`config.mk`:
```
export PLATFORM = sky130hd
export DESIGN_NAME = de_pipe_reg_flat
export DESIGN_NICKNAME = d
export VERILOG_FILES = /design/src/rtl/cpu_pkg.sv /design/src/rtl/de_pipe_reg_if.sv /design/src/rtl/fwd_mux.sv /design/src/rtl/de_pipe_reg.sv /design/src/flat_wrapper.sv
export SDC_FILE = /design/constraint.sdc
export NUM_CORES = 1
export LEC_CHECK = 0
export ABC_AREA = 1
export CORE_AREA = 2 2 182 184
export CTS_CLUSTER_DIAMETER = 50
export DETAILED_ROUTE_END_ITERATION = 16
export DIE_AREA = 0 0 184 186
export SLEW_MARGIN = 20
export SYNTH_ARGS = -nofsm -noshare
export SYNTH_HDL_FRONTEND = slang
export SYNTH_HIERARCHICAL = 1
export SYNTH_SLANG_ARGS = --single-unit
export TNS_END_PERCENT = 10
```
`constraint.sdc`:
```
create_clock -name clk -period 2.25 [get_ports clk]
set_input_delay 0.675 -clock clk [delete_from_list [all_inputs] [get_ports clk]]
set_output_delay 0.675 -clock clk [all_outputs]
set_load 0.01 [all_outputs]
```
`src/rtl/cpu_pkg.sv`:
```
// Shared pipeline constants: datapath widths, register zero, bubble fill and
// the forwarding-select encoding also consumed by the hazard unit.
package cpu_pkg;

  localparam int DW = 32;
  localparam int AW = 5;
  localparam int TW = 2;

  localparam logic [AW-1:0] REG_ZERO = '0;

  // Every field of an E-stage bubble is filled with this bit.
  localparam logic BUBBLE_BIT = 1'b0;

  typedef enum logic [1:0] {
    FWD_RF = 2'd0,
    FWD_W  = 2'd1,
    FWD_M  = 2'd2,
    FWD_E  = 2'd3
  } fwd_sel_e;

endpackage

```
`src/rtl/de_pipe_reg_if.sv`:
```
// D-stage inputs, forwarding sources and E-stage register outputs of the D/E boundary.
// The slave modport is the pipeline register; the master modport drives it.
interface de_pipe_reg_if #(
  parameter int DW = cpu_pkg::DW,
  parameter int AW = cpu_pkg::AW,
  parameter int TW = cpu_pkg::TW
);

  logic          hold;
  logic          stall;
  logic          flush;
  logic [DW-1:0] instr_d;
  logic [DW-1:0] pc8_d;
  logic [AW-1:0] a1_d;
  logic [AW-1:0] a2_d;
  logic [DW-1:0] rd1_d;
  logic [DW-1:0] rd2_d;
  logic [AW-1:0] a3_d;
  logic          we_d;
  logic [TW-1:0] tnew_d;

  logic          fe_we;
  logic          fm_we;
  logic          fw_we;
  logic [AW-1:0] fe_addr;
  logic [AW-1:0] fm_addr;
  logic [AW-1:0] fw_addr;
  logic [DW-1:0] fe_data;
  logic [DW-1:0] fm_data;
  logic [DW-1:0] fw_data;

  logic [DW-1:0] rs_fwd_d;
  logic [DW-1:0] rt_fwd_d;

  logic [DW-1:0] instr_e;
  logic [DW-1:0] pc8_e;
  logic [DW-1:0] rs_e;
  logic [DW-1:0] rt_e;
  logic [AW-1:0] a3_e;
  logic          we_e;
  logic          valid_e;
  logic [TW-1:0] tnew_e;

  modport slave (
    input  hold, stall, flush,
    input  instr_d, pc8_d, a1_d, a2_d, rd1_d, rd2_d, a3_d, we_d, tnew_d,
    input  fe_we, fm_we, fw_we, fe_addr, fm_addr, fw_addr, fe_data, fm_data, fw_data,
    output rs_fwd_d, rt_fwd_d,
    output instr_e, pc8_e, rs_e, rt_e, a3_e, we_e, valid_e, tnew_e
  );

  modport master (
    output hold, stall, flush,
    output instr_d, pc8_d, a1_d, a2_d, rd1_d, rd2_d, a3_d, we_d, tnew_d,
    output fe_we, fm_we, fw_we, fe_addr, fm_addr, fw_addr, fe_data, fm_data, fw_data,
    input  rs_fwd_d, rt_fwd_d,
    input  instr_e, pc8_e, rs_e, rt_e, a3_e, we_e, valid_e, tnew_e
  );

endinterface

```
`src/rtl/fwd_mux.sv`:
```
// One Decode operand forwarder: E > M > W > RF, register 0 always reads 0.
// Combinational; W source only participates when WB_BYPASS_EN is defined.
module fwd_mux
  import cpu_pkg::*;
#(
  parameter int DW = cpu_pkg::DW,
  parameter int AW = cpu_pkg::AW
) (
  input  logic [AW-1:0] addr,
  input  logic [DW-1:0] rf_data,
  input  logic          e_we,
  input  logic [AW-1:0] e_addr,
  input  logic [DW-1:0] e_data,
  input  logic          m_we,
  input  logic [AW-1:0] m_addr,
  input  logic [DW-1:0] m_data,
  input  logic          w_we,
  input  logic [AW-1:0] w_addr,
  input  logic [DW-1:0] w_data,
  output logic [DW-1:0] fwd_data,
  output fwd_sel_e      fwd_sel
);

`ifndef WB_BYPASS_EN
  logic unused_w;
  assign unused_w = ^{w_we, w_addr, w_data};
`endif

  // addr is nonzero in every match branch, so a source at register 0 never hits.
  always_comb begin
    fwd_data = rf_data;
    fwd_sel  = FWD_RF;
    if (addr == REG_ZERO) begin
      fwd_data = '0;
      fwd_sel  = FWD_RF;
    end else if (e_we && (e_addr == addr)) begin
      fwd_data = e_data;
      fwd_sel  = FWD_E;
    end else if (m_we && (m_addr == addr)) begin
      fwd_data = m_data;
      fwd_sel  = FWD_M;
`ifdef WB_BYPASS_EN
    end else if (w_we && (w_addr == addr)) begin
      fwd_data = w_data;
      fwd_sel  = FWD_W;
`endif
    end
  end

endmodule

```
`src/rtl/de_pipe_reg.sv`:
```
// Decode-to-Execute pipeline register with Decode operand forwarding (WB_BYPASS_EN adds W source).
// 1-cycle D->E latency; priority reset > flush > hold > stall > load, stall/flush insert a bubble.
module de_pipe_reg
  import cpu_pkg::*;
#(
  parameter int DW = cpu_pkg::DW,
  parameter int AW = cpu_pkg::AW,
  parameter int TW = cpu_pkg::TW
) (
  input  logic             clk,
  input  logic             reset,
  de_pipe_reg_if.slave     bus
);

  typedef struct packed {
    logic [DW-1:0] instr;
    logic [DW-1:0] pc8;
    logic [DW-1:0] rs;
    logic [DW-1:0] rt;
    logic [AW-1:0] a3;
    logic          we;
    logic          valid;
    logic [TW-1:0] tnew;
  } e_reg_t;

  localparam e_reg_t E_BUBBLE = {$bits(e_reg_t){BUBBLE_BIT}};

  fwd_sel_e rs_sel;
  fwd_sel_e rt_sel;
  logic     unused_sel;

  // Select codes are for the hazard unit; this block only needs the data.
  assign unused_sel = ^{rs_sel, rt_sel};

  fwd_mux #(.DW(DW), .AW(AW)) u_fwd_rs (
    .addr     (bus.a1_d),
    .rf_data  (bus.rd1_d),
    .e_we     (bus.fe_we),
    .e_addr   (bus.fe_addr),
    .e_data   (bus.fe_data),
    .m_we     (bus.fm_we),
    .m_addr   (bus.fm_addr),
    .m_data   (bus.fm_data),
    .w_we     (bus.fw_we),
    .w_addr   (bus.fw_addr),
    .w_data   (bus.fw_data),
    .fwd_data (bus.rs_fwd_d),
    .fwd_sel  (rs_sel)
  );

  fwd_mux #(.DW(DW), .AW(AW)) u_fwd_rt (
    .addr     (bus.a2_d),
    .rf_data  (bus.rd2_d),
    .e_we     (bus.fe_we),
    .e_addr   (bus.fe_addr),
    .e_data   (bus.fe_data),
    .m_we     (bus.fm_we),
    .m_addr   (bus.fm_addr),
    .m_data   (bus.fm_data),
    .w_we     (bus.fw_we),
    .w_addr   (bus.fw_addr),
    .w_data   (bus.fw_data),
    .fwd_data (bus.rt_fwd_d),
    .fwd_sel  (rt_sel)
  );

  e_reg_t e_q;
  e_reg_t e_d;

  always_comb begin
    e_d = e_q;
    if (bus.flush) begin
      e_d = E_BUBBLE;
    end else if (bus.hold) begin
      e_d = e_q;
    end else if (bus.stall) begin
      e_d = E_BUBBLE;
    end else begin
      e_d.instr = bus.instr_d;
      e_d.pc8   = bus.pc8_d;
      e_d.rs    = bus.rs_fwd_d;
      e_d.rt    = bus.rt_fwd_d;
      // A write to register 0 is dropped here so downstream never forwards it.
      e_d.a3    = bus.we_d ? bus.a3_d : REG_ZERO;
      e_d.we    = bus.we_d && (bus.a3_d != REG_ZERO);
      e_d.tnew  = bus.tnew_d;
      e_d.valid = 1'b1;
    end
  end

  always_ff @(posedge clk) begin
    if (reset) begin
      e_q <= E_BUBBLE;
    end else begin
      e_q <= e_d;
    end
  end

  assign bus.instr_e = e_q.instr;
  assign bus.pc8_e   = e_q.pc8;
  assign bus.rs_e    = e_q.rs;
  assign bus.rt_e    = e_q.rt;
  assign bus.a3_e    = e_q.a3;
  assign bus.we_e    = e_q.we;
  assign bus.valid_e = e_q.valid;
  assign bus.tnew_e  = e_q.tnew;

endmodule

```
`src/flat_wrapper.sv`:
```
// flat-port wrapper written by rule: the top's interface ports become plain ports
module de_pipe_reg_flat import cpu_pkg::*;
#(
  parameter int DW = cpu_pkg::DW,
  parameter int AW = cpu_pkg::AW,
  parameter int TW = cpu_pkg::TW
)
  (clk, reset, bus_hold, bus_stall, bus_flush, bus_instr_d, bus_pc8_d, bus_a1_d, bus_a2_d, bus_rd1_d, bus_rd2_d, bus_a3_d, bus_we_d, bus_tnew_d, bus_fe_we, bus_fm_we, bus_fw_we, bus_fe_addr, bus_fm_addr, bus_fw_addr, bus_fe_data, bus_fm_data, bus_fw_data, bus_rs_fwd_d, bus_rt_fwd_d, bus_instr_e, bus_pc8_e, bus_rs_e, bus_rt_e, bus_a3_e, bus_we_e, bus_valid_e, bus_tnew_e);
  de_pipe_reg_if #(.DW(DW), .AW(AW), .TW(TW)) bus_i ();
  input  logic clk;
  input  logic reset;
  input wire logic [$bits(bus_i.hold)-1:0] bus_hold;
  input wire logic [$bits(bus_i.stall)-1:0] bus_stall;
  input wire logic [$bits(bus_i.flush)-1:0] bus_flush;
  input wire logic [$bits(bus_i.instr_d)-1:0] bus_instr_d;
  input wire logic [$bits(bus_i.pc8_d)-1:0] bus_pc8_d;
  input wire logic [$bits(bus_i.a1_d)-1:0] bus_a1_d;
  input wire logic [$bits(bus_i.a2_d)-1:0] bus_a2_d;
  input wire logic [$bits(bus_i.rd1_d)-1:0] bus_rd1_d;
  input wire logic [$bits(bus_i.rd2_d)-1:0] bus_rd2_d;
  input wire logic [$bits(bus_i.a3_d)-1:0] bus_a3_d;
  input wire logic [$bits(bus_i.we_d)-1:0] bus_we_d;
  input wire logic [$bits(bus_i.tnew_d)-1:0] bus_tnew_d;
  input wire logic [$bits(bus_i.fe_we)-1:0] bus_fe_we;
  input wire logic [$bits(bus_i.fm_we)-1:0] bus_fm_we;
  input wire logic [$bits(bus_i.fw_we)-1:0] bus_fw_we;
  input wire logic [$bits(bus_i.fe_addr)-1:0] bus_fe_addr;
  input wire logic [$bits(bus_i.fm_addr)-1:0] bus_fm_addr;
  input wire logic [$bits(bus_i.fw_addr)-1:0] bus_fw_addr;
  input wire logic [$bits(bus_i.fe_data)-1:0] bus_fe_data;
  input wire logic [$bits(bus_i.fm_data)-1:0] bus_fm_data;
  input wire logic [$bits(bus_i.fw_data)-1:0] bus_fw_data;
  output wire logic [$bits(bus_i.rs_fwd_d)-1:0] bus_rs_fwd_d;
  output wire logic [$bits(bus_i.rt_fwd_d)-1:0] bus_rt_fwd_d;
  output wire logic [$bits(bus_i.instr_e)-1:0] bus_instr_e;
  output wire logic [$bits(bus_i.pc8_e)-1:0] bus_pc8_e;
  output wire logic [$bits(bus_i.rs_e)-1:0] bus_rs_e;
  output wire logic [$bits(bus_i.rt_e)-1:0] bus_rt_e;
  output wire logic [$bits(bus_i.a3_e)-1:0] bus_a3_e;
  output wire logic [$bits(bus_i.we_e)-1:0] bus_we_e;
  output wire logic [$bits(bus_i.valid_e)-1:0] bus_valid_e;
  output wire logic [$bits(bus_i.tnew_e)-1:0] bus_tnew_e;
  assign bus_i.hold = bus_hold;
  assign bus_i.stall = bus_stall;
  assign bus_i.flush = bus_flush;
  assign bus_i.instr_d = bus_instr_d;
  assign bus_i.pc8_d = bus_pc8_d;
  assign bus_i.a1_d = bus_a1_d;
  assign bus_i.a2_d = bus_a2_d;
  assign bus_i.rd1_d = bus_rd1_d;
  assign bus_i.rd2_d = bus_rd2_d;
  assign bus_i.a3_d = bus_a3_d;
  assign bus_i.we_d = bus_we_d;
  assign bus_i.tnew_d = bus_tnew_d;
  assign bus_i.fe_we = bus_fe_we;
  assign bus_i.fm_we = bus_fm_we;
  assign bus_i.fw_we = bus_fw_we;
  assign bus_i.fe_addr = bus_fe_addr;
  assign bus_i.fm_addr = bus_fm_addr;
  assign bus_i.fw_addr = bus_fw_addr;
  assign bus_i.fe_data = bus_fe_data;
  assign bus_i.fm_data = bus_fm_data;
  assign bus_i.fw_data = bus_fw_data;
  assign bus_rs_fwd_d = bus_i.rs_fwd_d;
  assign bus_rt_fwd_d = bus_i.rt_fwd_d;
  assign bus_instr_e = bus_i.instr_e;
  assign bus_pc8_e = bus_i.pc8_e;
  assign bus_rs_e = bus_i.rs_e;
  assign bus_rt_e = bus_i.rt_e;
  assign bus_a3_e = bus_i.a3_e;
  assign bus_we_e = bus_i.we_e;
  assign bus_valid_e = bus_i.valid_e;
  assign bus_tnew_e = bus_i.tnew_e;
  de_pipe_reg #(.DW(DW), .AW(AW), .TW(TW)) u_core (.clk(clk), .reset(reset), .bus(bus_i));
endmodule
```
==> results.py <==
metrics = {
    "finish": {
        "synthToLayoutAreaGrowth_pct": 95.9,
        "multiInputGateArea_sq_um": 4420,
        "fin_nets": 1959,
        "stdcell_area_sq_um": 14700,
        "fill_cells": 3284,
        "drive_gt1_frac": 0.293,
        "regArea_sq_um": 2740,
        "final_util": 0.456,
    },
    "sta": {
        "timing.final.crit_share": 1.20,
        "worst_pin_slew_ns": 0.636,
        "hold_viol": 0,
        "setup_viol": 64,
        "fin_crit_ns": 2.69,
        "rsz0062_at_grt": "yes",
        "finalMaxSlewViolations": 0,
        "fmax_ghz": 0.371,
        "setup_ws_ns": -0.443,
        "slew_headroom": 0.576,
        "clock_skew_ns": 0,
    },
    "critical_path": {
        "critPathMaxFanout": 7,
        "path_class": "input port to primary output",
        "end_kind": "primary output",
        "crit_family": "buffers and inverters",
        "crit_path_max_incr_delay_ns": 0.20,
        "cp_slowest_cell": "nor2_4",
        "crit_chain": "buf_6, inv_2, nand2_2, nand2_2, nor2_4, buf_4, buf_12, buf_6, nand4_1, nand3_2, nand2_2, inv_2, buf_6",
        "worst_ep_arrival_time_ns": 2.02,
        "start_kind": "input port",
        "crit_buf_inv": 7,
        "critPathRequiredTime_ns": 1.57,
    },
    "grt": {
        "track_usage": 0.216,
        "antenna_found_initial": 1,
        "grt_pass1_vias": 9592,
        "grt-ovfl-total": 0,
        "grt_pass1_wl_microns": 55600,
        "grt_max_degree": 138,
    },
    "drt": {
        "drtPass1Iterations": 7,
        "avgRoutedWirePerCell_microns": 18.3,
        "drtAntennaViolNets": 0,
        "wl_microns": 38700,
        "drc": 0,
        "vias": 9860,
        "vias_per_cell": 4.66,
        "drt_iter0_drc": 531,
    },
    "pwr": {
        "p_per_area_nw_per_um2": 505,
        "leakage_nw": 6.14,
        "vdd_drop_max_mv": 0.470,
    },
    "clock_tree": {
        "clock_sinks": 137,
        "cts_inserted_buffers": 17,
        "cts_tree": "built",
        "root_buffer": "clkbuf_16",
        "clockBufferDepth": 2,
        "path_clk_slew_ns": 0.06,
        "insertion_delay_ns": 0.43,
        "ctsHtreeMaxLevel": 4,
    },
    "placement": {
        "gp_congestion": 0.886,
        "port_buffers": 427,
        "hpwlAfterDp_microns": 26200,
        "place_area_sq_um": 12600,
        "dp_slack_ns": -1.30,
    },
    "synth": {
        "postSynthCellCount": 1202,
        "yosysWarnings": 6,
        "syn-cell-area_sq_um": 7500,
        "syn_area_per_cell_sq_um": 6.24,
        "synth_nets": 1467,
    },
    "floorplanning": {
        "dieArea_sq_um": 34200,
        "core_sq_um": 32200,
        "io_pins": 466,
        "initial_core_util": 0.233,
        "die-width_microns": 184,
        "die_y_microns": 186,
        "std_cell_rows": 66,
    },
    "flow_run": {
        "cap_viol_max_count": 0,
    },
    "status": {
        "outcome": "finished, violations left",
        "violations": "setup timing",
    },
    "min_path": {
        "hold_path.class": "register to register",
    },
}
==> worst reg2reg max path, delay by kind of cell (launching register included) <==
| family | cells | cell delay, ns |
|---|---|---|
| AO/OA/AOI/OAI | 1 | 0.16 |
| flip-flops | 1 | 0.36 |
| AND/OR/NAND/NOR | 1 | 0.08 |
==> path summary, 6_finish.rpt <==
kind	from	slack [ns]	cells past startpoint	endpoint
setup / recovery	bus_a2_d[3]	-0.44	13	bus_rt_fwd_d[20]
hold / removal	u_core/bus.instr_e[2]$_SDFFE_PP0N_	0.46	2	u_core/bus.instr_e[2]$_SDFFE_PP0N_
setup reg to reg	u_core/bus.rs_e[16]$_SDFFE_PP0N_	1.58	2	u_core/bus.rs_e[16]$_SDFFE_PP0N_
hold reg to reg	u_core/bus.instr_e[2]$_SDFFE_PP0N_	0.46	2	u_core/bus.instr_e[2]$_SDFFE_PP0N_
==> placed cells by master (no fill, tap or decap), types with 18 or more instances in the layout <==
cell and instances:
a21oi_2 20, clkbuf_16 19, nand2_2 74, nor2_1 97, clkdlybuf4s50_1 340, buf_6 76
buf_2 18, nor2_2 36, inv_1 28, nand3_2 23, nand4_1 64, nand2_1 379
nand3_1 43, dfxtp_1 137, buf_12 26, inv_2 62, a21oi_1 117, buf_4 71
==> cell type report <==
cell class | count | area share
Antenna cell | 1 | 0.000170
Clock buffer | 19 | 0.0295
Clock inverter | 13 | 0.00971
Inverter | 97 | 0.0260
Multi-Input combinational cell | 880 | 0.301
Sequential cell | 137 | 0.187
Tap cell | 408 | 0.0347
Timing Repair Buffer | 561 | 0.412
==> through the flow <==
| step | TNS, ns | hold slack (ns) | power [mW] | std cells |
|---|---|---|---|---|
| floorplan | 0 | 0.481 | 3.18 | 1202 |
| global placement | -96.76 | 0.445 | 4.22 | 2017 |
| detailed placement | -96.59 | 0.453 | 4.23 | 2017 |
| CTS | -20.78 | 0.462 | 7.42 | 2114 |
| global route | -28.03 | 0.476 | 7.74 | 2115 |
| finish | -22.96 | 0.461 | 7.42 | 2116 |
==> report_power, final <==
| group | switching (mW) | internal [mW] | total (mW) | leakage (nW) |
|---|---|---|---|---|
| Combinational | 0.973 | 1.09 | 2.06 | 4.75 |
| Clock | 1.21 | 1.64 | 2.85 | 0.279 |
| Sequential | 0.0251 | 2.48 | 2.50 | 1.11 |
| Total | 2.21 | 5.21 | 7.42 | 6.14 |
==> layer usage <==
| metal | GRT usage | up-vias | wire length, microns |
|---|---|---|---|
| li1 | - | 4803 | - |
| met1 | 0.259 | 4574 | 15900 |
| met2 | 0.368 | 432 | 18600 |
| met3 | 0.0593 | 51 | 3310 |
| met4 | 0.0781 | 0 | 882 |
| met5 | 0 | - | 0 |
==> repair_timing <==
action | 4_1_cts | 5_1_grt
endpoints found under the hold margin | 0 | 0
setup buffers | 50 | 4
endpoints found under the setup margin | 64 | 64
resized for setup | 577 | 113
hold buffers | 0 | 0
pin swaps | 56 | 50
gates cloned | 16 | 2
==> flip-flops by register name, summed over array words and instances (netlist names) <==
| register | flops |
|---|---|
| u_core/bus.a3_e | 5 |
| u_core/bus.we_e | 1 |
| u_core/bus.pc8_e | 32 |
| u_core/bus.rs_e | 32 |
| u_core/bus.rt_e | 32 |
| u_core/bus.tnew_e | 2 |
| u_core/bus.instr_e | 32 |
| u_core/bus.valid_e | 1 |
No activity file was read; power rests on OpenSTA's default activity.
